--- config.mk ---
export PLATFORM = sky130hd
export DESIGN_NAME = data_mem_controller
export DESIGN_NICKNAME = d
export VERILOG_FILES = /design/src/rtl/data_mem_controller_pkg.sv /design/src/rtl/dmc_arbiter.sv /design/src/rtl/data_mem_controller.sv
export SDC_FILE = /design/constraint.sdc
export NUM_CORES = 1
export LEC_CHECK = 0
export ABC_AREA = 0
export ABC_CLOCK_PERIOD_IN_PS = 3220
export BUFFER_PORTS_ARGS = -buffer_cell sky130_fd_sc_hd__buf_4
export CELL_PAD_IN_SITES_DETAIL_PLACEMENT = 0
export CELL_PAD_IN_SITES_GLOBAL_PLACEMENT = 1
export CORE_MARGIN = 2
export CORE_UTILIZATION = 32
export DETAILED_ROUTE_END_ITERATION = 12
export MAX_ROUTING_LAYER = met4
export PLACE_DENSITY_LB_ADDON = 0.1
export RECOVER_POWER = 100
export SYNTH_ARGS = -nofsm -noshare
export SYNTH_HDL_FRONTEND = slang
export SYNTH_HIERARCHICAL = 1
export SYNTH_SLANG_ARGS = --single-unit
--- constraint.sdc ---
create_clock -name clk -period 3.22 [get_ports clk]
set_input_delay 0.483 -clock clk [delete_from_list [all_inputs] [get_ports clk]]
set_output_delay 0.483 -clock clk [all_outputs]
set_load 0.005 [all_outputs]
--- src/rtl/data_mem_controller_pkg.sv ---
// Shared types for the data memory controller: data/address words, the
// controller FSM state encoding and a small index-width helper.
package data_mem_controller_pkg;

    localparam int unsigned DATA_W = 16;
    localparam int unsigned ADDR_W = 8;

    typedef logic [DATA_W-1:0] data_t;
    typedef logic [ADDR_W-1:0] data_memory_address_t;

    typedef enum logic [2:0] {
        DMC_IDLE,
        DMC_READ_WAITING,
        DMC_WRITE_WAITING,
        DMC_READ_RELAYING,
        DMC_WRITE_RELAYING
    } dmc_state_t;

    // Width of a consumer index; never narrower than one bit.
    function automatic int unsigned idx_width(input int unsigned n);
        return (n > 1) ? $clog2(n) : 1;
    endfunction

endpackage

--- src/rtl/dmc_arbiter.sv ---
// Combinational grant selection for the data memory controller.
// Macro DMC_ROUND_ROBIN_EN: defined -> rotating priority starting at ptr,
// undefined -> fixed priority (lowest index wins, ptr is ignored).
module dmc_arbiter
    import data_mem_controller_pkg::*;
#(
    parameter int unsigned NUM_CONSUMERS = 4,
    parameter int unsigned IDX_W         = idx_width(NUM_CONSUMERS)
) (
    input  logic [NUM_CONSUMERS-1:0] req,
    input  logic [IDX_W-1:0]         ptr,
    output logic [NUM_CONSUMERS-1:0] grant,
    output logic                     grant_valid
);

`ifdef DMC_ROUND_ROBIN_EN
    logic [IDX_W-1:0] cand;

    // Rotating search: the first requester at or after ptr wins.
    always_comb begin
        grant       = '0;
        grant_valid = 1'b0;
        cand        = '0;
        for (int unsigned k = 0; k < NUM_CONSUMERS; k++) begin
            cand = IDX_W'((32'(ptr) + k) % NUM_CONSUMERS);
            if (!grant_valid && req[cand]) begin
                grant[cand] = 1'b1;
                grant_valid = 1'b1;
            end
        end
    end
`else
    logic unused_ptr;
    assign unused_ptr = ^ptr;

    // Fixed priority: the lowest-index requester wins.
    always_comb begin
        grant       = '0;
        grant_valid = 1'b0;
        for (int unsigned k = 0; k < NUM_CONSUMERS; k++) begin
            if (!grant_valid && req[k]) begin
                grant[k]    = 1'b1;
                grant_valid = 1'b1;
            end
        end
    end
`endif

endmodule

--- src/rtl/data_mem_controller.sv ---
// Data memory controller: serialises load/store requests from several LSU
// consumers onto a single memory port, one transaction at a time.
// Macro DMC_ROUND_ROBIN_EN selects round-robin arbitration (default: fixed
// priority with no pointer state).
module data_mem_controller
    import data_mem_controller_pkg::*;
#(
    parameter int unsigned NUM_CONSUMERS = 4
) (
    input  logic                       clk,
    input  logic                       reset,

    input  logic [NUM_CONSUMERS-1:0]   consumer_read_valid,
    input  data_memory_address_t       consumer_read_address [NUM_CONSUMERS],
    output logic [NUM_CONSUMERS-1:0]   consumer_read_ready,
    output data_t                      consumer_read_data [NUM_CONSUMERS],

    input  logic [NUM_CONSUMERS-1:0]   consumer_write_valid,
    input  data_memory_address_t       consumer_write_address [NUM_CONSUMERS],
    input  data_t                      consumer_write_data [NUM_CONSUMERS],
    output logic [NUM_CONSUMERS-1:0]   consumer_write_ready,

    output logic                       mem_read_valid,
    output data_memory_address_t       mem_read_address,
    input  logic                       mem_read_ready,
    input  data_t                      mem_read_data,

    output logic                       mem_write_valid,
    output data_memory_address_t       mem_write_address,
    output data_t                      mem_write_data,
    input  logic                       mem_write_ready
);

    localparam int unsigned IDX_W = idx_width(NUM_CONSUMERS);

    dmc_state_t               state;
    dmc_state_t               state_next;
    logic [IDX_W-1:0]         cur_idx;
    logic [IDX_W-1:0]         grant_idx;
    logic [IDX_W-1:0]         rr_ptr;
    logic [NUM_CONSUMERS-1:0] req;
    logic [NUM_CONSUMERS-1:0] grant;
    logic                     grant_valid;
    logic                     grant_is_read;
    logic                     take_grant;
    logic                     read_done;
    logic                     write_done;
    logic                     relay_done;

    assign req = consumer_read_valid | consumer_write_valid;

    dmc_arbiter #(
        .NUM_CONSUMERS (NUM_CONSUMERS),
        .IDX_W         (IDX_W)
    ) u_arbiter (
        .req         (req),
        .ptr         (rr_ptr),
        .grant       (grant),
        .grant_valid (grant_valid)
    );

    // Convert the one-hot grant into an index; a consumer asking for both
    // directions is served as a read first.
    always_comb begin
        grant_idx = '0;
        for (int unsigned k = 0; k < NUM_CONSUMERS; k++) begin
            if (grant[k]) begin
                grant_idx = IDX_W'(k);
            end
        end
        grant_is_read = consumer_read_valid[grant_idx];
    end

    // State register.
    always_ff @(posedge clk) begin
        if (reset) begin
            state <= DMC_IDLE;
        end else begin
            state <= state_next;
        end
    end

    // Next-state and per-state control strobes.
    always_comb begin
        state_next = state;
        take_grant = 1'b0;
        read_done  = 1'b0;
        write_done = 1'b0;
        relay_done = 1'b0;
        case (state)
            DMC_IDLE: begin
                if (grant_valid) begin
                    take_grant = 1'b1;
                    state_next = grant_is_read ? DMC_READ_WAITING : DMC_WRITE_WAITING;
                end
            end
            DMC_READ_WAITING: begin
                if (mem_read_ready) begin
                    read_done  = 1'b1;
                    state_next = DMC_READ_RELAYING;
                end
            end
            DMC_WRITE_WAITING: begin
                if (mem_write_ready) begin
                    write_done = 1'b1;
                    state_next = DMC_WRITE_RELAYING;
                end
            end
            DMC_READ_RELAYING: begin
                if (!consumer_read_valid[cur_idx]) begin
                    relay_done = 1'b1;
                    state_next = DMC_IDLE;
                end
            end
            DMC_WRITE_RELAYING: begin
                if (!consumer_write_valid[cur_idx]) begin
                    relay_done = 1'b1;
                    state_next = DMC_IDLE;
                end
            end
            default: begin
                state_next = DMC_IDLE;
            end
        endcase
    end

    // Memory-side request registers and latched consumer index.
    always_ff @(posedge clk) begin
        if (reset) begin
            mem_read_valid    <= 1'b0;
            mem_read_address  <= '0;
            mem_write_valid   <= 1'b0;
            mem_write_address <= '0;
            mem_write_data    <= '0;
            cur_idx           <= '0;
        end else begin
            if (take_grant) begin
                cur_idx <= grant_idx;
                if (grant_is_read) begin
                    mem_read_valid   <= 1'b1;
                    mem_read_address <= consumer_read_address[grant_idx];
                end else begin
                    mem_write_valid   <= 1'b1;
                    mem_write_address <= consumer_write_address[grant_idx];
                    mem_write_data    <= consumer_write_data[grant_idx];
                end
            end
            if (read_done) begin
                mem_read_valid <= 1'b0;
            end
            if (write_done) begin
                mem_write_valid <= 1'b0;
            end
        end
    end

    // Consumer-side completion flags and load results; only the consumer
    // being served has its read data updated.
    always_ff @(posedge clk) begin
        if (reset) begin
            consumer_read_ready  <= '0;
            consumer_write_ready <= '0;
            for (int unsigned i = 0; i < NUM_CONSUMERS; i++) begin
                consumer_read_data[i] <= '0;
            end
        end else begin
            if (read_done) begin
                consumer_read_ready[cur_idx] <= 1'b1;
                consumer_read_data[cur_idx]  <= mem_read_data;
            end
            if (write_done) begin
                consumer_write_ready[cur_idx] <= 1'b1;
            end
            if (relay_done) begin
                consumer_read_ready  <= '0;
                consumer_write_ready <= '0;
            end
        end
    end

`ifdef DMC_ROUND_ROBIN_EN
    // Round-robin pointer: next search starts just after the last grant.
    always_ff @(posedge clk) begin
        if (reset) begin
            rr_ptr <= '0;
        end else if (take_grant) begin
            rr_ptr <= (grant_idx == IDX_W'(NUM_CONSUMERS - 1)) ? '0 : grant_idx + 1'b1;
        end
    end
`else
    assign rr_ptr = '0;
`endif

endmodule

==> results.json <==
{
  "finalInstanceArea_um2": 7191,
  "track_usage": 0.2016,
  "cts_made_buffers": 9,
  "vias_per_cell": 4.883,
  "clock_skew_ns": 0.006732,
  "period_share": 0.8910,
  "fin_setup_tns_ns": 0,
  "hp-class": "in2reg",
  "crit_path_start": "consumer_read_valid[0]",
  "maxCapViolations": 0,
  "synth.net_count": 739,
  "clk_pin_slew_worst_paths_ns": 0.07,
  "postCtsSetupBuffers": 0,
  "drv_slew": 0,
  "netlist_area_um2": 4948,
  "port_buffers": 261,
  "critPathRequiredTime_ns": 3.44,
  "grtUsageMet3": 0.05239,
  "hpwl_um": 12400,
  "groute.layer.met1.usage": 0.2346,
  "overflow": 0,
  "r2r.worst_path.cells": 5,
  "syn_area_per_cell_um2": 8.488,
  "grt_start_max_net_pins": 76,
  "h-tree-depth": 3,
  "powerDensity_nw_per_um2": 467.8,
  "cts_tree": "done",
  "antenna_found_initial": 0,
  "syn_to_final_growth_pct": 45.31,
  "final_hold_viol_count": 0,
  "drc_errors": 0,
  "clkLatencyLatePin_ns": 0.34,
  "reg2reg_slack_ns": 0.78,
  "rsz0062_at_grt": "false",
  "r2r_start": "state[0]$_SDFFE_PP0P_",
  "synthCells": 583,
  "switching_share": 0.2707,
  "leakage_nw": 2.904,
  "fmax_mhz": 348.6,
  "ant_nets": 0,
  "startpoint_type": "primary input",
  "drive_above_1_share": 0.3524,
  "die_w_um": 128.4,
  "endpoint_kind": "flop",
  "cts.sinks": 111,
  "drt_pre_antenna_iters": 4,
  "gp_congestion": 0.7976,
  "die_area_um2": 16480,
  "yosysWarningCount": 6,
  "ios": 262,
  "reg2reg_to": "consumer_read_data[53]$_SDFFE_PP0P_",
  "clkPwrFrac": 0.335,
  "netSwitchingPower_w": 0.0009106,
  "path_class": "in2reg",
  "whs_ns": 0.4112,
  "min_period_ns": 2.869,
  "place_area_um2": 7012,
  "grt_pass1_vias": 4800,
  "crit_arrival_ns": 3.09,
  "cts_root_buffer": "clkbuf_16",
  "status": "finished, final reports clean",
  "design.core.area_um2": 15150,
  "postLayoutCoreUtil": 0.4748,
  "path_max_fanout": 8,
  "die_h_um": 128.4,
  "peakVddDrop_uv": 250.0,
  "met2_usage": 0.3310,
  "maxSlewHeadroom": 0.3028,
  "start_util": 0.3267,
  "top_usage_layer": "met2",
  "holdBufCountCts": 0,
  "drt-initial-drc-count": 174,
  "num-nets-final": 972,
  "routedWlPerCell_um": 16.15,
  "cts_buffer_depth": 2,
  "finalWirelength_um": 16280,
  "antenna_cells": 0,
  "fillers": 1472,
  "rows": 45,
  "num_vias": 4922,
  "power_frac_comb": 0.201,
  "endpoint": "mem_read_address[6]$_SDFFE_PP0P_",
  "finalSetupViolCount": 0,
  "cts_resized": 0,
  "p_seq_frac": 0.465,
  "tightest_slew_ns": 1.045,
  "p_int_w": 0.002453,
  "grt_pass1_wl_um": 25070
}
critical path, cell delays in order:
cell       delay [ns]
buf_4            0.12
or2_2            0.35
nor4b_2          0.54
nor2_1           0.15
a221oi_1         0.79
a21oi_1          0.43
o2bb2ai_1        0.24
worst min path at each step:
stage	start	to	slack [ns]	depth (start not counted)
after floorplan	consumer_read_data[0]$_SDFFE_PP0P_	consumer_read_data[0]$_SDFFE_PP0P_	0.45	2
after global placement	consumer_read_data[16]$_SDFFE_PP0P_	consumer_read_data[16]$_SDFFE_PP0P_	0.44	2
after detailed placement	consumer_read_data[26]$_SDFFE_PP0P_	consumer_read_data[26]$_SDFFE_PP0P_	0.45	2
after CTS	mem_read_data[4]	consumer_read_data[20]$_SDFFE_PP0P_	0.39	3
after global routing	mem_read_data[14]	consumer_read_data[30]$_SDFFE_PP0P_	0.40	3
final	mem_read_data[0]	consumer_read_data[0]$_SDFFE_PP0P_	0.41	3
area by class of cell:
class                   instances  area (um2)  area share
multi-input cells             425        2536      0.3527
flip-flops and latches        111        2222      0.3090
repair buffers                267        1893      0.2633
clock buffers                  10       239.0     0.03323
well taps                     188       235.2     0.03271
clock inverters                 5       57.56    0.008004
inverters                       2       7.507    0.001044
power by group through the flow:
stage               sequential [W]  clock, W  combinational (W)
global route               0.00158   0.00122           0.000740
floorplan                  0.00156         0           0.000350
detailed placement         0.00159         0           0.000721
global placement           0.00159         0           0.000709
finish                     0.00156   0.00113           0.000675
CTS                        0.00157   0.00116           0.000722
through the flow:
step	setup slack [ns]	instances	total power, W
after floorplan	0.8433	583	0.001915
after global placement	0.3773	993	0.002303
after detailed placement	0.2546	993	0.002315
after CTS	0.6279	1008	0.003443
after global routing	0.2699	1008	0.003540
final	0.3511	1008	0.003364
per-layer routing:
layer  vias to the layer above  share of wire
met1                      2239           0.42
li1                       2472              -
met4                         0          0.018
met5                         -              0
met3                        21          0.077
met2                       190           0.48
state kept, by name, indices dropped and copies added (netlist names):
| signal | flops |
|---|---|
| mem_read_valid | 1 |
| mem_write_valid | 1 |
| mem_read_address | 8 |
| consumer_read_ready | 4 |
| consumer_write_ready | 4 |
| mem_write_address | 8 |
| cur_idx | 2 |
| mem_write_data | 16 |
| state | 3 |
| consumer_read_data | 64 |
placed cells by master (no fill, tap or decap), types with 2 or more instances in the layout:
cell type,count
dfxtp_1,111
clkinv_2,2
nand2_1,163
nor3b_1,2
nor2b_1,3
a211oi_1,2
mux4_2,2
inv_1,2
and2_0,3
clkbuf_4,79
a31oi_1,3
mux2i_1,41
clkbuf_16,9
nor2_1,20
clkbuf_1,29
or2_2,4
o21ai_0,32
mux2_2,24
a22o_1,24
o2bb2ai_1,8
nor3_1,2
and3b_1,2
a21oi_1,72
buf_4,158
No activity file was read; power rests on OpenSTA's default activity.
